--- src/rtl/alu_result_log.sv ---
// Result-capture stage behind the lab ALU: synchronised pushbuttons latch the ALU output into an
// accumulator (fed back as operand B) and a circular history buffer that can be stepped for display.
module alu_result_log #(
  parameter int unsigned WIDTH = 8,
  parameter int unsigned DEPTH = 4,
  localparam int unsigned PW = $clog2(DEPTH)
) (
  input  logic             CLOCK_50,
  input  logic             resetn,
  input  logic [WIDTH-1:0] alu_in,
  input  logic             capture_n,
  input  logic             clear_n,
  input  logic             view_n,
  output logic [WIDTH-1:0] acc_q,
  output logic             capture_pulse,
  output logic [WIDTH-1:0] hist_q,
  output logic [PW-1:0]    view_idx,
  output logic [PW:0]      hist_count,
  output logic             full
);

  localparam logic [PW:0]   FullCount = (PW+1)'(DEPTH);
  localparam logic [PW:0]   CountOne  = (PW+1)'(1);
  localparam logic [PW-1:0] PtrOne    = PW'(1);

  // Button bit order: [0] capture, [1] clear, [2] view.
  logic [2:0] raw;
  logic [2:0] s1_q, s2_q, s3_q;
  logic [2:0] press;

  logic cap, clr, vw, do_cap;

  logic [WIDTH-1:0] mem [DEPTH];
  logic [PW-1:0]    wr_ptr_q;
  logic [PW-1:0]    view_q;
  logic [PW:0]      count_q;
  logic [PW-1:0]    rd_ptr;

  assign raw = {view_n, clear_n, capture_n};

  // While in reset s2/s3 both track s1, so a falling edge that lands inside the reset window is
  // absorbed and never produces a press pulse; released buttons settle to all ones.
  always_ff @(posedge CLOCK_50) begin
    s1_q <= raw;
    s2_q <= s1_q;
    if (!resetn) begin
      s3_q <= s1_q;
    end else begin
      s3_q <= s2_q;
    end
  end

  assign press  = s3_q & ~s2_q;
  assign cap    = press[0];
  assign clr    = press[1];
  assign vw     = press[2];
  assign do_cap = cap & ~clr;

  assign capture_pulse = do_cap;

  always_ff @(posedge CLOCK_50) begin
    if (!resetn) begin
      acc_q    <= '0;
      wr_ptr_q <= '0;
      view_q   <= '0;
      count_q  <= '0;
    end else begin
      if (clr) begin
        acc_q <= '0;
      end else if (cap) begin
        acc_q <= alu_in;
      end

      if (do_cap) begin
        wr_ptr_q <= wr_ptr_q + PtrOne;
        view_q   <= '0;
        if (count_q != FullCount) begin
          count_q <= count_q + CountOne;
        end
      end else if (vw) begin
        if (count_q <= CountOne) begin
          view_q <= '0;
        end else if ({1'b0, view_q} == count_q - CountOne) begin
          view_q <= '0;
        end else begin
          view_q <= view_q + PtrOne;
        end
      end
    end
  end

  // History storage is not reset; stale entries are masked by count_q.
  always_ff @(posedge CLOCK_50) begin
    if (resetn && do_cap) begin
      mem[wr_ptr_q] <= alu_in;
    end
  end

  assign rd_ptr     = wr_ptr_q - PtrOne - view_q;
  assign hist_q     = (count_q != '0) ? mem[rd_ptr] : '0;
  assign view_idx   = view_q;
  assign hist_count = count_q;
  assign full       = (count_q == FullCount);

endmodule
--- config.mk ---
export PLATFORM = sky130hd
export DESIGN_NAME = alu_result_log
export DESIGN_NICKNAME = d
export VERILOG_FILES = /design/src/rtl/alu_result_log.sv
export SDC_FILE = /design/constraint.sdc
export NUM_CORES = 1
export LEC_CHECK = 0
export ABC_AREA = 1
export BUFFER_PORTS_ARGS = -buffer_cell sky130_fd_sc_hd__buf_2
export CORE_ASPECT_RATIO = 0.8
export CORE_UTILIZATION = 50
export DETAILED_ROUTE_END_ITERATION = 16
export PLACE_DENSITY = 0.74
export SETUP_SLACK_MARGIN = 0.3
export SYNTH_ARGS = -nofsm -noshare
export SYNTH_HDL_FRONTEND = slang
export SYNTH_SLANG_ARGS = --single-unit
--- constraint.sdc ---
create_clock -name CLOCK_50 -period 1.9 [get_ports CLOCK_50]
set_input_delay 0.19 -clock CLOCK_50 [delete_from_list [all_inputs] [get_ports CLOCK_50]]
set_output_delay 0.19 -clock CLOCK_50 [all_outputs]
set_load 0.05 [all_outputs]
==> results of run 1 <==
[logic make-up (layout without fill, tap and decap cells)]
logic type | Yosys count | after routing | synth area share (%)
and+or+nand+nor | 108 | 108 | 20.6
DFF | 56 | 56 | 58.8
buffers and inverters | 36 | 84 | 6.43
AOI/OAI and AO/OA | 27 | 27 | 5.51
adders and majority gates | 9 | 9 | 4.59
muxes | 8 | 8 | 3.68
xor gates and xnor gates | 1 | 1 | 0.357
[flip-flops by register name, summed over array words and instances (netlist names)]
name and count:
mem 32, acc_q 8, hist_count 3, s1_q 3
s2_q 3, s3_q 3, view_idx 2, wr_ptr_q 2
[what timing repair did]
item / CTS / global route
setup endpoints to repair: 26 / 37
hold endpoints to repair: 3 / 0
hold buffers: 3 / 0
setup buffers: 6 / 0
pin swaps: 3 / 5
gates resized for setup: 16 / 20
[final timing paths]
path              cells past startpoint   startpoint        end  slack (ps)
hold reg to reg                       0      s1_q[0]    s2_q[0]         350
setup / recovery                      7  view_idx[0]  hist_q[6]         -80
setup reg to reg                      6      s3_q[0]  mem[0][0]         450
hold / removal                        1    alu_in[5]  mem[2][5]         130
[cells in the mapped netlist (all sizes together)]
cell type,number,area (sq um)
nand2,64,255
edfxtp,32,961
inv,32,120
nor2,31,169
dfxtp,24,480
o21ai,16,80.1
nand3,12,72.6
a21oi,11,55.1
ha,9,113
mux2,8,90.1
buf,4,37.5
and2,1,8.76
xnor2,1,8.76
[final cells by class]
cell class | instances | area, sq um
clock buffers | 7 | 86.3
repair buffers | 44 | 325
well taps | 60 | 75.1
fillers | 373 | 1570
multi-input cells | 153 | 1000
clock inverters | 1 | 7.51
inverters | 32 | 126
flip-flops and latches | 56 | 1460
[worst reg2reg max path, stage by stage, from the launching register on]
cell	delay [ps]
sky130_fd_sc_hd__dfxtp_1	340
sky130_fd_sc_hd__inv_1	70
sky130_fd_sc_hd__nor2_4	120
sky130_fd_sc_hd__nand2_1	110
sky130_fd_sc_hd__clkinvlp_4	130
sky130_fd_sc_hd__nand2_4	110
sky130_fd_sc_hd__nor2_4	260
[layer usage]
metal  part of all wire (%)  GRT usage (%)  vias up  routed length [um]
li1                       -              -      883                   -
met1                     48           28.6      807                2210
met2                     46           31.4       55                2150
met3                    4.8           5.49        5                 224
met4                   0.99           4.69        0                  46
met5                      0              0        -                   0
[power groups by stage]
stage	registers, mW	clock network (mW)	logic (mW)
after detailed placement	1.36	0	0.425
after global routing	1.33	0.714	0.544
after floorplan	1.39	0	0.316
after CTS	1.33	0.666	0.477
after global placement	1.36	0	0.415
final	1.33	0.659	0.501
==> impl_summary.md, run 1 <==
Status
The run finished, with violations left. The checks that failed: setup timing.

Finish
The library cells used most frequently in the layout, excluding fill and tap cells, are sky130_fd_sc_hd__nand2_1, sky130_fd_sc_hd__edfxtp_1, sky130_fd_sc_hd__inv_1. The number of antenna diodes in the final layout is 0. The design area is 0.00308 sq mm. Compared with the post-synthesis result, the final layout area differs by 25.6%.

In the final layout, the share of cells above drive strength 1 is 34.8%. The finished layout holds 353 standard cells, fillers aside. Leaving out fill and tap cells, the most frequent cell in the layout is sky130_fd_sc_hd__nand2_1. The layout net count is 314. The final core utilization is 66.2%.

Drt
The via count normalized by instance count is 4.96. The number of iterations in the first detailed-routing pass is 4. The number of DRC violations after detailed-routing iteration 0 is 90. The wire length reported by the detailed router is 4630 um. The total via count after detailed routing is 1750. In the routed design, unresolved DRC markers number 0. Once detail routing completed, the nets flagged for antenna violations numbered 0.

The detailed-route wire length per cell is 13.1 um.

Floorplanning
In this run the horizontal extent of the chip is 80.3 um. The initialized floorplan defines 22 standard-cell rows. The die is roughly 65 um tall. The area enclosed by the die boundary is between 0.005 and 0.006 sq mm. The number of ports placed on the die boundary is 36.

The starting density of the core is 52.7%. The core region is 0.00465 sq mm.

GRT
The first global-routing pass estimated 7870 um of wire. The initial antenna violation count is 0. For this run the aggregate overflow at the end of global routing stands at 0.

Entering global routing, the biggest net connects 17 pins. Global routing consumed, over all layers together, 20.3% of the routing resources. The via count of the first global-routing pass is 1702.

Timing
Setup repair after global routing could not meet its margin everywhere. The final critical delay including setup and external delays is 1980 ps. The final-layout setup total negative slack is -427 ps.

The max-slew violation count is 0. The worst hold margin is between 100 and 150 ps. The maximum clock rate is 505 MHz. Dividing the final minimum period by the clock period gives 104%.

In the post-route analysis, the smallest setup slack over all paths is -79.8 ps. Headroom to the max-slew limit came out at 81.0%. The post-route clock skew is 3.23 ps. The count of final setup violators is 8. At the pin with the least slew margin, the transition time is 284 ps. The final hold violation count is 0.

Setup path
STA classifies the critical path endpoint as a primary output. Among the stages of the critical path, the cell type that occurs most often is sky130_fd_sc_hd__nor2_4. The cell with the largest stage delay on the worst path is sky130_fd_sc_hd__dfxtp_4.

The largest single stage delay on the critical path is ~370 ps. The signal on the critical path passes through inv_4 -> ha_4 -> buf_12 -> mux2_4 -> nor2_4 -> nor2_4 -> buf_6. Data on the critical path arrives at its endpoint at 1790 ps.

The maximum fanout along the worst path is 7. STA puts the critical path data required time at 1710 ps. The worst setup path is of the flop to primary output kind. The sum of buffers and inverters on the critical path is 3. STA classifies the critical path startpoint as a flop. The cell class contributing the biggest share of worst-path delay is flip-flops.

Place
The pre-CTS worst setup slack is 56.1 ps. In this run the cell area measured after placement is about 0.0028 sq mm. The detailed placer's ending HPWL is between 3000 and 4000 um. Including well taps, the total number of placed cells is 336.

The congestion estimate from routability-driven global placement came to 0.737. Input and output buffers added on the ports amount to 35.

Clocking
The TritonCTS clock tree is yes. The tree built by TritonCTS fans out to between 50 and 60 sinks. The clock root buffer master is sky130_fd_sc_hd__clkbuf_8.

The clock transition at the registers of the reported paths is 90 ps. The clock reaches the later pin of the worst-skew pair after about 300 ps. The number of buffers on the longest clock path is 2. Buffers inserted during clock tree synthesis total 5.

In this run the number of H-tree levels came out at 2.

Logic synthesis
The synthesized area per cell is 10.0 sq um. Yosys mapped the design onto 22 distinct sky130hd cell types. The post-synthesis instance area is 0.00245 sq mm.

The total number of yosys warnings is 0. The number of standard cells after synthesis is 245. The number of nets in the synthesized netlist is 267.

The post-synthesis sequential element count is 56. The post-synthesis sequential area ratio is between 50% and 60%.

Power
The analysis attributes to cell leakage a power of 1.29 nW. The maximum ir drop on the vdd rail is 0.501 mV. The sequential cell fraction of total power is between 50% and 60%. The design draws 2.49 mW. Summed over all nets, the switching power comes to 0.703 mW. The power per cell area is just over 800 mW/mm^2. The fraction of power consumed by combinational cells is approximately a fifth.

The internal power component is between 1.5 and 2 mW. In this run, the clock network consumes roughly a quarter of the power. The fraction of power spent switching nets is between 20 and 30%.

Worst hold path
The type of the most critical hold path is input pin to flop.

Job
The reported max-cap violation count is 0.
Power figures use the tool's default switching activity.
==> run 2: changes to the inputs <==
==> constraint.sdc (replaced) <==
create_clock -name CLOCK_50 -period 2.4 [get_ports CLOCK_50]
set_input_delay 0.6 -clock CLOCK_50 [delete_from_list [all_inputs] [get_ports CLOCK_50]]
set_output_delay 0.6 -clock CLOCK_50 [all_outputs]
set_load 0.05 [all_outputs]
==> impl_summary.md, run 2 (synthesis gave the netlist of run 1 again) <==
Setup path
Counting cells, the worst reg-to-reg path comes to 6. The setup check on the worst reg-to-reg path leaves a slack of 550 ps. Data on the critical path is required at its endpoint by 1800 ps.

The signal on the critical path passes through inv_4 -> ha_4 -> buf_6 -> o21ai_0 -> nand3_1 -> nand2_1 -> nor2_4 -> buf_4. The termination of the worst setup path is hist_q[7]. The cell class contributing the biggest share of worst-path delay is flip-flops. The sum of buffers and inverters on the critical path is 3.

The critical path is of the flop to primary output type. Among all stages on the critical path, the largest delay is contributed by sky130_fd_sc_hd__dfxtp_4. The maximum fanout along the worst path is 12. In this run the worst setup path begins at view_idx[0]. The launch instance of the worst register-to-register path is s3_q[0]. In this run the critical register-to-register path is captured at mem[3][0]. STA classifies the critical path startpoint as a flop. The critical path capture point type is a primary output.

The cell depth of the worst setup path is 8. Data on the critical path arrives at its endpoint at ~1800 ps. On the worst path, the slowest cell contributes a delay of 370 ps.

Clocking
The total CTS buffers is 5. At the later pin of the worst-skew pair, clock insertion delay measures around 300 ps. The number of hold buffers added after CTS was 0. The clock transition at the registers of the reported paths is ~90 ps.

The clock passes through at most 2 buffers. Counting every sink on the clock net gives 56. The clock root buffer master is sky130_fd_sc_hd__clkbuf_8. TritonCTS built the clock tree. The H-tree generated during clock tree synthesis spans 2 levels.

Drt
In the routed layout, each cell is associated on average with a via count of 4.69. The wire length reported by the detailed router is 4460 um. The first detailed-routing pass ran for 4 iterations. In this run the remaining antenna-violating nets after routing total 0. The total via count after detailed routing is approximately 1700. The number of DRC violations after detailed routing is 0. Dividing the detail-routed wire length by the instance count gives 12.7 um. The number of DRC violations after detailed-routing iteration 0 is 96.

GRT
The overall routing resource usage is 19.5%. The via count of the first global-routing pass was 1502. The initial antenna violation count is 0. The first global-routing pass estimated 7410 um of wire. The remaining global-route overflow is 0. Entering global routing, the biggest net connects 17 pins.

Timing
For the pin with the worst max-slew slack, the measured transition is 639 ps. Setup repair after global routing could not meet its margin everywhere. Setup violations remaining at the end of the flow were counted as 0. The post-route clock skew is 3.59 ps.

The worst path needs 2380 ps of the cycle, external delays included. The final hold violation count is 0. The max-slew violation count came to 0. In this run the tightest slew margin relative to its limit is 57.2%. Timing would allow up to 421 MHz.

The ratio of final minimum period to clock period is between 90% and 100%.

Floorplanning
The initialized floorplan defines 22 standard-cell rows. During I/O placement, the number of pins put on the boundary was 36. The floorplan step set the die width to 80.3 um. The core region is ~0.0047 sq mm. In this run the vertical extent of the chip is 64.6 um. The die covers 0.00519 sq mm.

For this configuration, the core starts out at a cell density of between 50% and 60%.

Power
Net switching is 27.8% of the power. The power per cell area is 652 mW/mm^2. The fraction of power consumed by combinational cells is 19.3%. IR analysis of the VDD net gives a maximum drop of approximately 0.42 mV. Per report_power, the clock group accounts for 26.5% of the total.

The analysis attributes to net switching a power of 0.540 mW. The internal power of the cells totals 1.40 mW. Of the total power, registers draw 54.2%. The leakage power figure is 1.28 nW.

Status
The run finished with clean final reports.

Place
Routability-driven placement finished with a final weighted congestion of around 0.74. Detailed placement finished with a half-perimeter wire length of 3190 um. The number of placed instances, taps included is 338. The quantity of I/O buffers inserted on ports is 35.

Finish
Excluding fillers, the count of instances in the completed layout stands at 352. Across the whole layout, storage elements account for 0.00145 sq mm. Leaving out fill and tap cells, the most frequent cell in the layout is sky130_fd_sc_hd__nand2_1. The multi-input logic area is 952 sq um. The synthesis-to-layout area growth is 21.7%. Ranked by flip-flop count, first place goes to mem. The layout has 362 filler cells.

The layout net count is ~310. In the layout the commonest cells are sky130_fd_sc_hd__nand2_1, sky130_fd_sc_hd__edfxtp_1, sky130_fd_sc_hd__inv_1. The number of flip-flops in the largest register is 32. For this run, the share of the core covered by cells in the final layout is 64.1%.

The ratio of cells with drive above 1 in the final layout is about a third. The count of inserted antenna diode cells is 0. In the final layout, the registers with the most flip-flops are mem: 32 flops, acc_q: 8 flops.

Job
The tool flagged a number of max-cap violations equal to 0.

Worst hold path
The type of the most critical hold path is flop to flop.
[run 2: cell count changes in the layout (fill, tap and decap cells not counted), sizes merged]
cell	before	now
inv	31	33
dlygate4sd3	3	0
clkbuf	7	9
clkinvlp	2	0
[run 2: repair_timing]
item,4_1_cts,5_1_grt
buffers inserted,5,1
gates resized for setup,15,16
pin swaps,3,3
setup endpoints to repair,8,10
[run 2: cell type report]
type	count	share of cell area (%)
tap	60	2.52
multi-input combinational	153	31.9
sequential	56	48.7
inverter	32	4.11
clock buffer	7	2.89
timing repair buffer	43	9.61
clock inverter	1	0.210
[run 2: worst min path at each step]
stage | start | depth (start not counted) | end
2_1_floorplan | s1_q[0] | 0 | s2_q[0]
3_3_place_gp | s1_q[2] | 0 | s2_q[2]
3_5_place_dp | s1_q[2] | 0 | s2_q[2]
4_1_cts | s1_q[2] | 0 | s2_q[2]
5_1_grt | clear_n | 1 | s1_q[1]
6_report | s1_q[0] | 0 | s2_q[0]
[run 2: power groups by stage]
stage / Combinational [mW] / Clock (mW) / Sequential, mW
2_1_floorplan: 0.244 / 0 / 1.10
3_3_place_gp: 0.324 / 0 / 1.07
3_5_place_dp: 0.330 / 0 / 1.08
4_1_cts: 0.358 / 0.531 / 1.05
5_1_grt: 0.407 / 0.582 / 1.06
6_report: 0.376 / 0.515 / 1.05
[run 2: per-layer routing]
metal | vias up | GRT usage, % | wire length [um] | part of all wire (%)
met5 | - | 0 | 0 | 0
met4 | 0 | 4.02 | 10 | 0.22
met3 | 2 | 4.65 | 157 | 3.5
met2 | 40 | 29.1 | 1970 | 44
met1 | 730 | 28.9 | 2320 | 52
li1 | 880 | - | - | -
[run 2: through the flow]
step                instance area [sq um]  worst slack (ps)  total power [mW]  TNS, ps  hold slack (ps)
finish                               2980              23.5              1.94        0              355
global route                         2980             -36.0              2.05     -212              367
CTS                                  2940              7.58              1.94        0              357
detailed placement                   2770               172              1.41        0              339
global placement                     2770               223              1.40        0              337
floorplan                            2560               278              1.35        0              331
==> run 3: changes to the inputs <==
--- a/config.mk
+++ b/config.mk
@@ -6,7 +6,7 @@
 export NUM_CORES = 1
 export LEC_CHECK = 0
 export ABC_AREA = 1
-export BUFFER_PORTS_ARGS = -buffer_cell sky130_fd_sc_hd__buf_2
+export BUFFER_PORTS_ARGS = -buffer_cell sky130_fd_sc_hd__clkbuf_2
 export CORE_ASPECT_RATIO = 0.8
 export CORE_UTILIZATION = 50
 export DETAILED_ROUTE_END_ITERATION = 16
==> constraint.sdc (replaced) <==
create_clock -name CLOCK_50 -period 2.23 [get_ports CLOCK_50]
set_input_delay 0.5575 -clock CLOCK_50 [delete_from_list [all_inputs] [get_ports CLOCK_50]]
set_output_delay 0.5575 -clock CLOCK_50 [all_outputs]
set_load 0.05 [all_outputs]
==> impl_summary.md, run 3 (synthesis gave the netlist of run 1 again) <==
GRT
The initial antenna violation count is 0. The remaining global-route overflow is 0. The via count of the first global-routing pass was 1593.

The first global-routing pass estimated 7620 um of wire. Entering global routing, the biggest net connects 18 pins. The overall routing resource usage is 19.7%.

Power
Across the VDD grid, the largest voltage drop is 0.411 mV. The power after layout is 2.20 mW. The power per cell area is 693 mW/mm^2.

Summed over all cells, the static leakage comes to 1.37 nW.

Place
The quantity of I/O buffers inserted on ports is 35. The placed standard-cell area is roughly 0.0028 sq mm. At the placement stage, the worst setup path has a slack of approximately 65 ps. After legalization and detailed placement, the total HPWL measured approximately 3300 um. The number of placed instances, taps included is 342. Routability-driven placement finished with a final weighted congestion of around 0.7.

Setup path
The data arrival time of the critical path is about 1800 ps. The worst setup path is captured at a primary output. The maximum fanout along the worst path is 8. The critical path startpoint category is a flop. The worst endpoint required time is between 1500 and 2000 ps. The setup path with the least slack is of type flop to primary output.

Timing
The count of final setup violators is 8. The final critical delay including setup and external delays is 2380 ps. The post-route clock skew is 5.86 ps. In this run the tightest slew margin relative to its limit is 79.1%. In the final timing run, aggregate negative setup slack is -1030 ps. The max-slew violation count is 0. For the pin with the worst max-slew slack, the measured transition is between 300 and 400 ps.

The smallest setup slack after layout is -153 ps. Setup repair after global routing could not meet its margin everywhere. The final hold violation count is 0.

The worst hold margin is 352 ps. The final critical path takes up 107% of the cycle. The maximum clock rate is 420 MHz.

Clocking
After clock tree synthesis, the flow added hold-fix buffers numbering 0. The H-tree generated during clock tree synthesis spans 2 levels. The clock transition at the registers of the reported paths is about 100 ps. Clock latency on the worst-skew pair, taken at its later pin, is ~300 ps.

The total CTS buffers is 5. The clock root buffer master is sky130_fd_sc_hd__clkbuf_8. The TritonCTS clock tree is yes. The number of buffers on the longest clock path is 2. Clock tree synthesis found a total of 56 sinks.

Drt
Dividing the detail-routed wire length by the instance count gives approximately 13 um. The number of DRC violations after detailed-routing iteration 0 is 78. The via count normalized by instance count is 4.90. The number of DRC violations after detailed routing is 0.

The detailed router placed 1777 vias in this run. The pre-antenna-repair detailed-routing pass consisted of 5 iterations. The wire length reported by the detailed router is ~4700 um. The number of nets with antenna violations after detailed routing is 0.

Finish
In the layout the commonest cells are sky130_fd_sc_hd__nand2_1, sky130_fd_sc_hd__edfxtp_1, sky130_fd_sc_hd__inv_1. The synthesis-to-layout area growth is 29.7%. In the final layout, the share of cells above drive strength 1 is 35.0%. After the flow finishes, the layout carries non-filler instances totaling 363. The register ranked first by flip-flop count is mem.

The largest registers in the layout are mem: 32 flops, acc_q: 8 flops. The number of antenna diodes in the final layout is 0. The layout net count is 324. Once layout is done, the placed cells without fillers occupy 0.00318 sq mm. The number of flip-flops in the largest register is 32. The final core utilization is 68.3%. The most common cell after layout, fill and taps aside is sky130_fd_sc_hd__nand2_1.

Status
The flow ran to the end, but the final reports show violations. The checks that failed: setup timing.

Floorplanning
The area enclosed by the die boundary is 0.00519 sq mm. Once the floorplan was initialized, standard cells occupied 52.7% of the core. The initialized floorplan defines 22 standard-cell rows. The die width is between 80 and 90 um. The number of ports placed on the die boundary is 36.

The height of the die is 64.6 um. The placeable core region is 0.00465 sq mm.

Job
Across the run, the number of max-cap violations was 0.

Worst hold path
The type of the most critical hold path is input pin to flop.
-- run 3: cell type report --
class	count	area, sq um
clock inverters	1	8.76
clock buffers	7	97.6
multi-input cells	153	966
inverters	32	123
fillers	341	1470
repair buffers	54	457
flip-flops and latches	56	1450
well taps	60	75.1
-- run 3: repair_timing --
item / CTS / global route
endpoints found under the setup margin: 10 / 16
setup buffers: 9 / 3
pin swaps: 3 / 4
gates resized for setup: 28 / 11
gates cloned: 0 / 1
-- run 3: where the power goes --
part	internal (mW)	switching, mW
clock	0.295	0.315
combinational	0.187	0.275
sequential	1.12	0.0156
-- run 3: worst max-delay path, stage by stage (launching register included) --
cell,delay [ps]
sky130_fd_sc_hd__dfxtp_4,370
sky130_fd_sc_hd__inv_4,40
sky130_fd_sc_hd__ha_4,360
sky130_fd_sc_hd__buf_12,140
sky130_fd_sc_hd__mux2_4,310
sky130_fd_sc_hd__nor2_4,130
sky130_fd_sc_hd__nor2_4,40
sky130_fd_sc_hd__buf_8,140
-- run 3: final timing paths --
check                   start        end  slack, ps  depth (start not counted)
hold / removal         view_n    s1_q[2]        350                          1
setup / recovery  view_idx[0]  hist_q[6]       -150                          7
setup reg to reg      s3_q[0]  mem[1][0]        580                          7
hold reg to reg       s1_q[1]    s2_q[1]        360                          0
-- run 3: per-layer routing --
layer / routed length (um) / global-route usage [%]
met1: 2280 / 27.5
met2: 2240 / 32.1
met3: 171 / 3.80
met4: 17 / 4.02
met5: 0 / 0
